`config.mk`:
```
export PLATFORM = sky130hd
export DESIGN_NAME = tff_bank_counter
export DESIGN_NICKNAME = d
export VERILOG_FILES = /design/src/rtl/tff_bank_pkg.sv /design/src/rtl/tff_cell.sv /design/src/rtl/tff_bank_counter.sv
export SDC_FILE = /design/constraint.sdc
export NUM_CORES = 1
export LEC_CHECK = 0
export CORE_MARGIN = 1
export CORE_UTILIZATION = 30
export DETAILED_ROUTE_END_ITERATION = 8
export GPL_TIMING_DRIVEN = 0
export PLACE_DENSITY = 0.68
export SYNTH_ARGS = -nofsm -noshare
export SYNTH_HDL_FRONTEND = slang
export SYNTH_SLANG_ARGS = --single-unit
```
`constraint.sdc`:
```
create_clock -name C -period 1.93 [get_ports C]
set_input_delay 0.4825 -clock C [delete_from_list [all_inputs] [get_ports C]]
set_output_delay 0.4825 -clock C [all_outputs]
set_load 0.01 [all_outputs]
```
`src/rtl/tff_bank_pkg.sv`:
```
// Shared mode encoding for the toggle-register bank and its users.
package tff_bank_pkg;

  typedef enum logic [1:0] {
    MODE_TOGGLE  = 2'b00,
    MODE_UP      = 2'b01,
    MODE_DOWN    = 2'b10,
    MODE_ILLEGAL = 2'b11
  } mode_e;

  // True for the two binary counting modes, where only T[0] is meaningful.
  function automatic logic is_count_mode(input mode_e m);
    return (m == MODE_UP) || (m == MODE_DOWN);
  endfunction

endpackage

```
`src/rtl/tff_cell.sv`:
```
// One-bit T flip-flop: XOR of toggle and state feeding a D flop, with
// synchronous active-high reset and a parallel load that overrides the enable.
module tff_cell #(
  parameter logic RESET_VAL = 1'b0
) (
  input  logic C,
  input  logic R,
  input  logic E,
  input  logic LD,
  input  logic D,
  input  logic T,
  output logic Q
);

  logic q_d;
  logic q_q;

  // NOTE: q_d gets its hold value first so no path through the if-chain leaves it unassigned (no latch).
  always_comb begin
    q_d = q_q;
    if (LD) begin
      q_d = D;
    end else if (E) begin
      q_d = q_q ^ T;
    end
  end

  // NOTE: flops use non-blocking assignment so every cell samples pre-edge values.
  always_ff @(posedge C) begin
    if (R) begin
      q_q <= RESET_VAL;
    end else begin
      q_q <= q_d;
    end
  end

  assign Q = q_q;

endmodule

```
`src/rtl/tff_bank_counter.sv`:
```
// Bank of WIDTH T flip-flops used as raw toggle register or binary up/down
// counter, with load, optional saturation, terminal-count, wrap and error flags.
module tff_bank_counter
  import tff_bank_pkg::*;
#(
  parameter int              WIDTH     = 8,
  parameter logic [WIDTH-1:0] RESET_VAL = '0,
  parameter bit              SATURATE  = 1'b0
) (
  input  logic             C,
  input  logic             R,
  input  logic             E,
  input  logic             LD,
  input  logic [WIDTH-1:0] D,
  input  logic [1:0]       MODE,
  input  logic [WIDTH-1:0] T,
  output logic [WIDTH-1:0] Q,
  output logic             TC,
  output logic             WRAP,
  output logic             ERR
);

  mode_e            mode;
  logic [WIDTH-1:0] up_chain;
  logic [WIDTH-1:0] dn_chain;
  logic [WIDTH-1:0] tgl;
  logic             at_max;
  logic             at_min;
  logic             at_end;
  logic             wrap_d;
  logic             wrap_q;
  logic             err_d;
  logic             err_q;

  assign mode   = mode_e'(MODE);
  assign at_max = &Q;
  assign at_min = ~|Q;

  // Bit i toggles when all lower bits are ones (carry) or all zeros (borrow).
  always_comb begin : chains
    logic acc_up;
    logic acc_dn;
    acc_up = 1'b1;
    acc_dn = 1'b1;
    for (int i = 0; i < WIDTH; i++) begin
      up_chain[i] = acc_up;
      dn_chain[i] = acc_dn;
      acc_up      = acc_up & Q[i];
      acc_dn      = acc_dn & ~Q[i];
    end
  end

  // Saturation suppresses the whole toggle vector at the end value, so Q holds.
  always_comb begin
    tgl = '0;
    case (mode)
      MODE_TOGGLE: tgl = T;
      MODE_UP:     if (T[0] && !(SATURATE && at_max)) tgl = up_chain;
      MODE_DOWN:   if (T[0] && !(SATURATE && at_min)) tgl = dn_chain;
      default:     tgl = '0;
    endcase
  end

  assign at_end = is_count_mode(mode) &&
                  (((mode == MODE_UP) && at_max) || ((mode == MODE_DOWN) && at_min));
  assign TC     = at_end;

  assign wrap_d = !LD && E && T[0] && at_end && !SATURATE;
  assign err_d  = err_q || (!LD && E && (mode == MODE_ILLEGAL));

  always_ff @(posedge C) begin
    if (R) begin
      wrap_q <= 1'b0;
      err_q  <= 1'b0;
    end else begin
      wrap_q <= wrap_d;
      err_q  <= err_d;
    end
  end

  assign WRAP = wrap_q;
  assign ERR  = err_q;

  for (genvar g = 0; g < WIDTH; g++) begin : g_cell
    tff_cell #(
      .RESET_VAL(RESET_VAL[g])
    ) u_cell (
      .C (C),
      .R (R),
      .E (E),
      .LD(LD),
      .D (D[g]),
      .T (tgl[g]),
      .Q (Q[g])
    );
  end

endmodule

```
# Word-level counts from Yosys, hierarchy flattened
# Cells that the tools add are included.
word_totals:
  ff_bits: 10
  in_bits: 22
  output_inout_bits: 11
  elab_cells: 75
op_classes:
  n_eq_ne: 3
  muxes: 19
  n_bitwise: 27
  n_reduce_logical: 16
op_table:
  columns: ["cell", "count"]
  rows:
  - ["$pmux 8 s3", 1]
  - ["$mux 1", 16]
  - ["$mux 8", 2]
  - ["$and 1x1->1", 12]
  - ["$reduce_and 8->1", 1]
  - ["$reduce_or 8->1", 1]
  - ["$xor 1x1->1", 8]
  - ["$logic_and 1x1->1", 7]
  - ["$not 1->1", 7]
  - ["$eq 2x2->1 const B", 2]
  - ["$logic_or 1x1->1", 3]
  - ["$eq 2x1->1 const B", 1]
  - ["$logic_not 1->1", 2]
  - ["$logic_not 2->1", 1]
  - ["$reduce_bool 2->1", 1]

# Logic depth before layout (Yosys ltp)
logic_depth:
  word_depth: 12
  mapped_depth: 8
  mapped_depth_nobuf: 7

# Cells and area by module
# A second synthesis with hierarchy kept.
unflattened:
  hier_cells: 97
  area_unflattened_um2: 823.3
modules_own_cells:
  columns: ["module", "instances", "cells_per_inst", "area_per_inst_um2", "seq_area_each_um2"]
  rows:
  - ["tff_cell", 8, 5, 56.3, 20.0]
  - ["tff_bank_counter", 1, 57, 372.9, 40.0]

# Worst setup path before layout
# Ideal clock, no wire load.
synth_path:
  kind: "register to output"
  start: "register g_cell[2].u_cell.q_q"
  end: "output port TC"
  t_arrival_ns: 1.414
  required_ns: 1.447
  path_slack_ns: 0.033
  stages_incl_launch_ff: 6
  n_path_buf: 1
  cell_sequence: "dfxtp_1 -> buf_6 -> or4_4 -> nor4_4 -> mux2i_1 -> nor2b_2"
synth_between:
  elab_chain_len: 5
  elab_cells_between_ends: 7
  classes_between: "reduce/logical: 7"
synth_lines:
  columns: ["element", "line", "source"]
  rows:
  - ["start: declaration", "tff_cell.sv:16", "logic q_q;"]
  - ["start signal: assignment", "tff_cell.sv:33", "q_q <= q_d;"]
  - ["$reduce_or 8->1", "tff_bank_counter.sv:37", "assign at_min = ~|Q;"]
  - ["$logic_not 1->1", "tff_bank_counter.sv:37", null]
  - ["$logic_and 1x1->1", "tff_bank_counter.sv:65", "(((mode == MODE_UP) && at_max) || ((mode == MODE_DOWN) && at_min));"]
  - ["$logic_or 1x1->1 (*)", "tff_bank_counter.sv:65", null]
  - ["$logic_and 1x1->1 (*)", "tff_bank_counter.sv:64", "assign at_end = is_count_mode(mode) &&"]
  - ["end: declaration", "tff_bank_counter.sv:18", "output logic TC,"]
# Mark *: on every way between the ends. The rest lies on a longest branch, timed or not.

# Final worst setup path
layout_path:
  start: "register g_cell[4].u_cell.q_q"
  end: "output port TC"
layout_between:
  elab_chain_len: 5
  elab_cells_between_ends: 7
  classes_between: "reduce/logical: 7"
layout_lines:
  columns: ["element", "line"]
  rows:
  - ["start: declaration", "tff_cell.sv:16"]
  - ["start signal: assignment", "tff_cell.sv:33"]
  - ["$reduce_or 8->1", "tff_bank_counter.sv:37"]
  - ["$logic_not 1->1", "tff_bank_counter.sv:37"]
  - ["$logic_and 1x1->1", "tff_bank_counter.sv:65"]
  - ["$logic_or 1x1->1 (*)", "tff_bank_counter.sv:65"]
  - ["$logic_and 1x1->1 (*)", "tff_bank_counter.sv:64"]
# Marked as above.

==> results.cfg <==
[logic_synthesis]
ys_ff_latch = 10
synthCells = 101
synthFlopType = dfxtp_1
synth_cell_type_count = 37
synth-seq-area-share_pct = 23.6
postSynthAreaPerCell_um2 = 8.39
yosysWarningCount = 0
ys_async_sr_fraction_pct = 0
syn_nets = 128
synth_edf_count = 0
syn_area_um2 = 847

[clock_network]
clock-root-buffer = clkbuf_4
clock-sinks = 10
hold_buffers = 0
cts_tree = done
clk_transition_reported_paths_ps = 80
cts_inserted_buffers = 3
clkLatencyLatePin_ps = 270
cts_htree_levels = 1
cts_buffer_depth = 2

[hold_path]
whs_path_depth = 2
holdCritStartpoint = R
hold_path_class = input port to register
hold_end = g_cell[5].u_cell.Q$_SDFFE_PP0P_

[outcome]
status = finished with violations
failed_checks = setup timing

[run]
maxCapViolations = 0

[worst_setup_path]
r2r_cells = 5
critPathLaunchType = register
worstPathMaxFanout = 6
critPathArrivalTime_ps = 1750
cp.required_ps = 1450
ff2ff_setup_slack_ps = 290
crit_type = register to output port
r2r-start = g_cell[4].u_cell.Q$_SDFFE_PP0P_
rr_endpoint = g_cell[6].u_cell.Q$_SDFFE_PP0P_
setup.worst_path.end_class = output port

[die]
rows = 18
die_height_um = 55.1
die_x_um = 55.1
die_area_um2 = 3040
ios = 33
core_um2 = 2570
initial_core_util_pct = 33.0

[timing]
worst-slew-pin-transition_ps = 368
setup_tns_ps = -307
final_hold_viol_count = 0
period_minus_slack_ps = 2240
rsz0062_at_grt = true
finalSetupViolations = 1
drv_slew = 0
worst_slack_ps = -307
finClkSkew_ps = 6.96
slew_headroom_pct = 75.5
post-route-period-util_pct = 116
hold_slack_ps = 447
max_freq_ghz = 0.447

[route]
drc = 0
routed_via_density = 4.97
drtIter0Drc = 18
vias = 830
dr.pass1.iters = 4
routedWlPerCell_um = 13.0
drtAntennaViolNets = 0
drt_wl_total_mm = 2.17

[cells_and_area]
utilization_pct = 49.9
fillCellCount = 246
drive_gt1_share_pct = 26.3
area_delta_synth_final_pct = 51.3
antenna_cells = 0
stdcell_area_um2 = 1280
final_net_count = 165

[global_routing]
antenna_found_initial = 0
grt_pass1_vias = 786
grt_pass1_wl_mm = 3.53
grtUsageTotal_pct = 16.6
grt-ovfl-total = 0
grt_max_degree = 11

[placed_design]
post-place-ws_ps = -1060
io_buffer_count = 31
place_area_um2 = 1190
dp_hpwl_mm = 1.67
place.gp.congestion = 0.775

[power]
leakage_nw = 0.506
power_density_nw_per_um2 = 500
ir_drop_uv = 496
## worst max-delay path by stage
stage	depth (start not counted)	slack (ps)	endpoint	start
after CTS	5	-320	TC	g_cell[4].u_cell.Q$_SDFFE_PP0P_
after detailed placement	8	-1060	TC	MODE[1]
after global placement	8	-960	TC	MODE[0]
final	5	-310	TC	g_cell[4].u_cell.Q$_SDFFE_PP0P_
after floorplan	5	30	TC	g_cell[2].u_cell.Q$_SDFFE_PP0P_
after global routing	5	-410	TC	g_cell[4].u_cell.Q$_SDFFE_PP0P_
## flip-flops by register name (all words and copies together), names as in the netlist
signal	flops
g_cell.u_cell.Q	8
ERR	1
WRAP	1
## Yosys cell counts, types with 2 or more instances
master     n  area [um2]
a31oi_1    4        25.0
nand2b_1   2        12.5
xnor2_1    4        35.0
xor2_1     3        26.3
buf_6      2        22.5
dfxtp_1   10         200
a21oi_1    3        15.0
a211oi_1   5        37.5
nand4_1    4        25.0
and4_1     2        17.5
mux2i_1    2        20.0
nand2_1   14        52.6
o21ai_1    2        10.0
buf_4      9        67.6
inv_1      2        7.51
nor2_1     8        30.0
ha_1       5        62.6
## cells by family (layout without fill, tap and decap cells)
kind of cell             after synthesis  count (layout)  synth area share (%)
AO/OA/AOI/OAI                         21              21                  17.4
AND/OR/NAND/NOR                       41              41                  29.5
buffers and inverters                 15              51                  12.4
flip-flops                            10              10                  23.6
adder cells (fa/ha/maj)                5               5                  7.39
multiplexers                           2               2                  2.36
XOR/XNOR                               7               7                  7.24
## timing repair
item                                    4_1_cts  5_1_grt
buffers inserted                              1        1
pin swaps                                     3        1
resized for setup                            17        6
cloned                                        0        0
endpoints found under the setup margin       11        4
## critical path: stages (launching register included)
cell and delay [ps]:
dfxtp_2 350, or4_4 560, nor4_4 160, mux2i_1 130, nor2b_2 140, buf_2 140
## power breakdown
part	switching (mW)	internal, mW
Sequential	0.0212	0.221
Clock	0.0809	0.115
Combinational	0.0806	0.122
## through the flow
step	instances	total power, mW
after floorplan	101	0.349
after global placement	162	0.438
after detailed placement	162	0.441
after CTS	166	0.645
after global routing	167	0.677
final	167	0.641
## placed cells by master (no fill, tap or decap), drive strengths merged
master	synthesis	routed
or3	1	1
and2	1	1
a21o	1	1
nand3	1	1
a211oi	6	6
xor2	3	3
nor2	8	8
o311ai	1	1
nor3	1	1
a31oi	4	4
and2b	1	1
ha	5	5
nand2	14	14
nand4bb	1	1
dlygate4sd2	0	2
mux2i	2	2
a21bo	1	1
clkdlybuf4s50	0	27
dfxtp	10	10
clkbuf	1	5
a21oi	3	3
inv	3	3
a22oi	1	1
nor4	1	1
o21ai	3	3
nor2b	2	2
o221ai	1	1
nand2b	2	2
and4	2	2
xnor2	4	4
or4	2	2
nand4	4	4
buf	11	14
## metal layers
layer	track usage [%]	wire [um]
met1	19.8	937
met2	28.1	1050
met3	5.46	186
met4	4.58	0
met5	0	0
## area by class of cell
class / count / area (um2) / area share (%)
Buffer: 11 / 90.1 / 7.03
Clock buffer: 4 / 36.3 / 2.83
Inverter: 3 / 11.3 / 0.879
Multi-Input combinational cell: 76 / 588 / 45.9
Sequential cell: 10 / 205 / 16.0
Tap cell: 30 / 37.5 / 2.93
Timing Repair Buffer: 33 / 313 / 24.4
No activity file was read; power rests on OpenSTA's default activity.
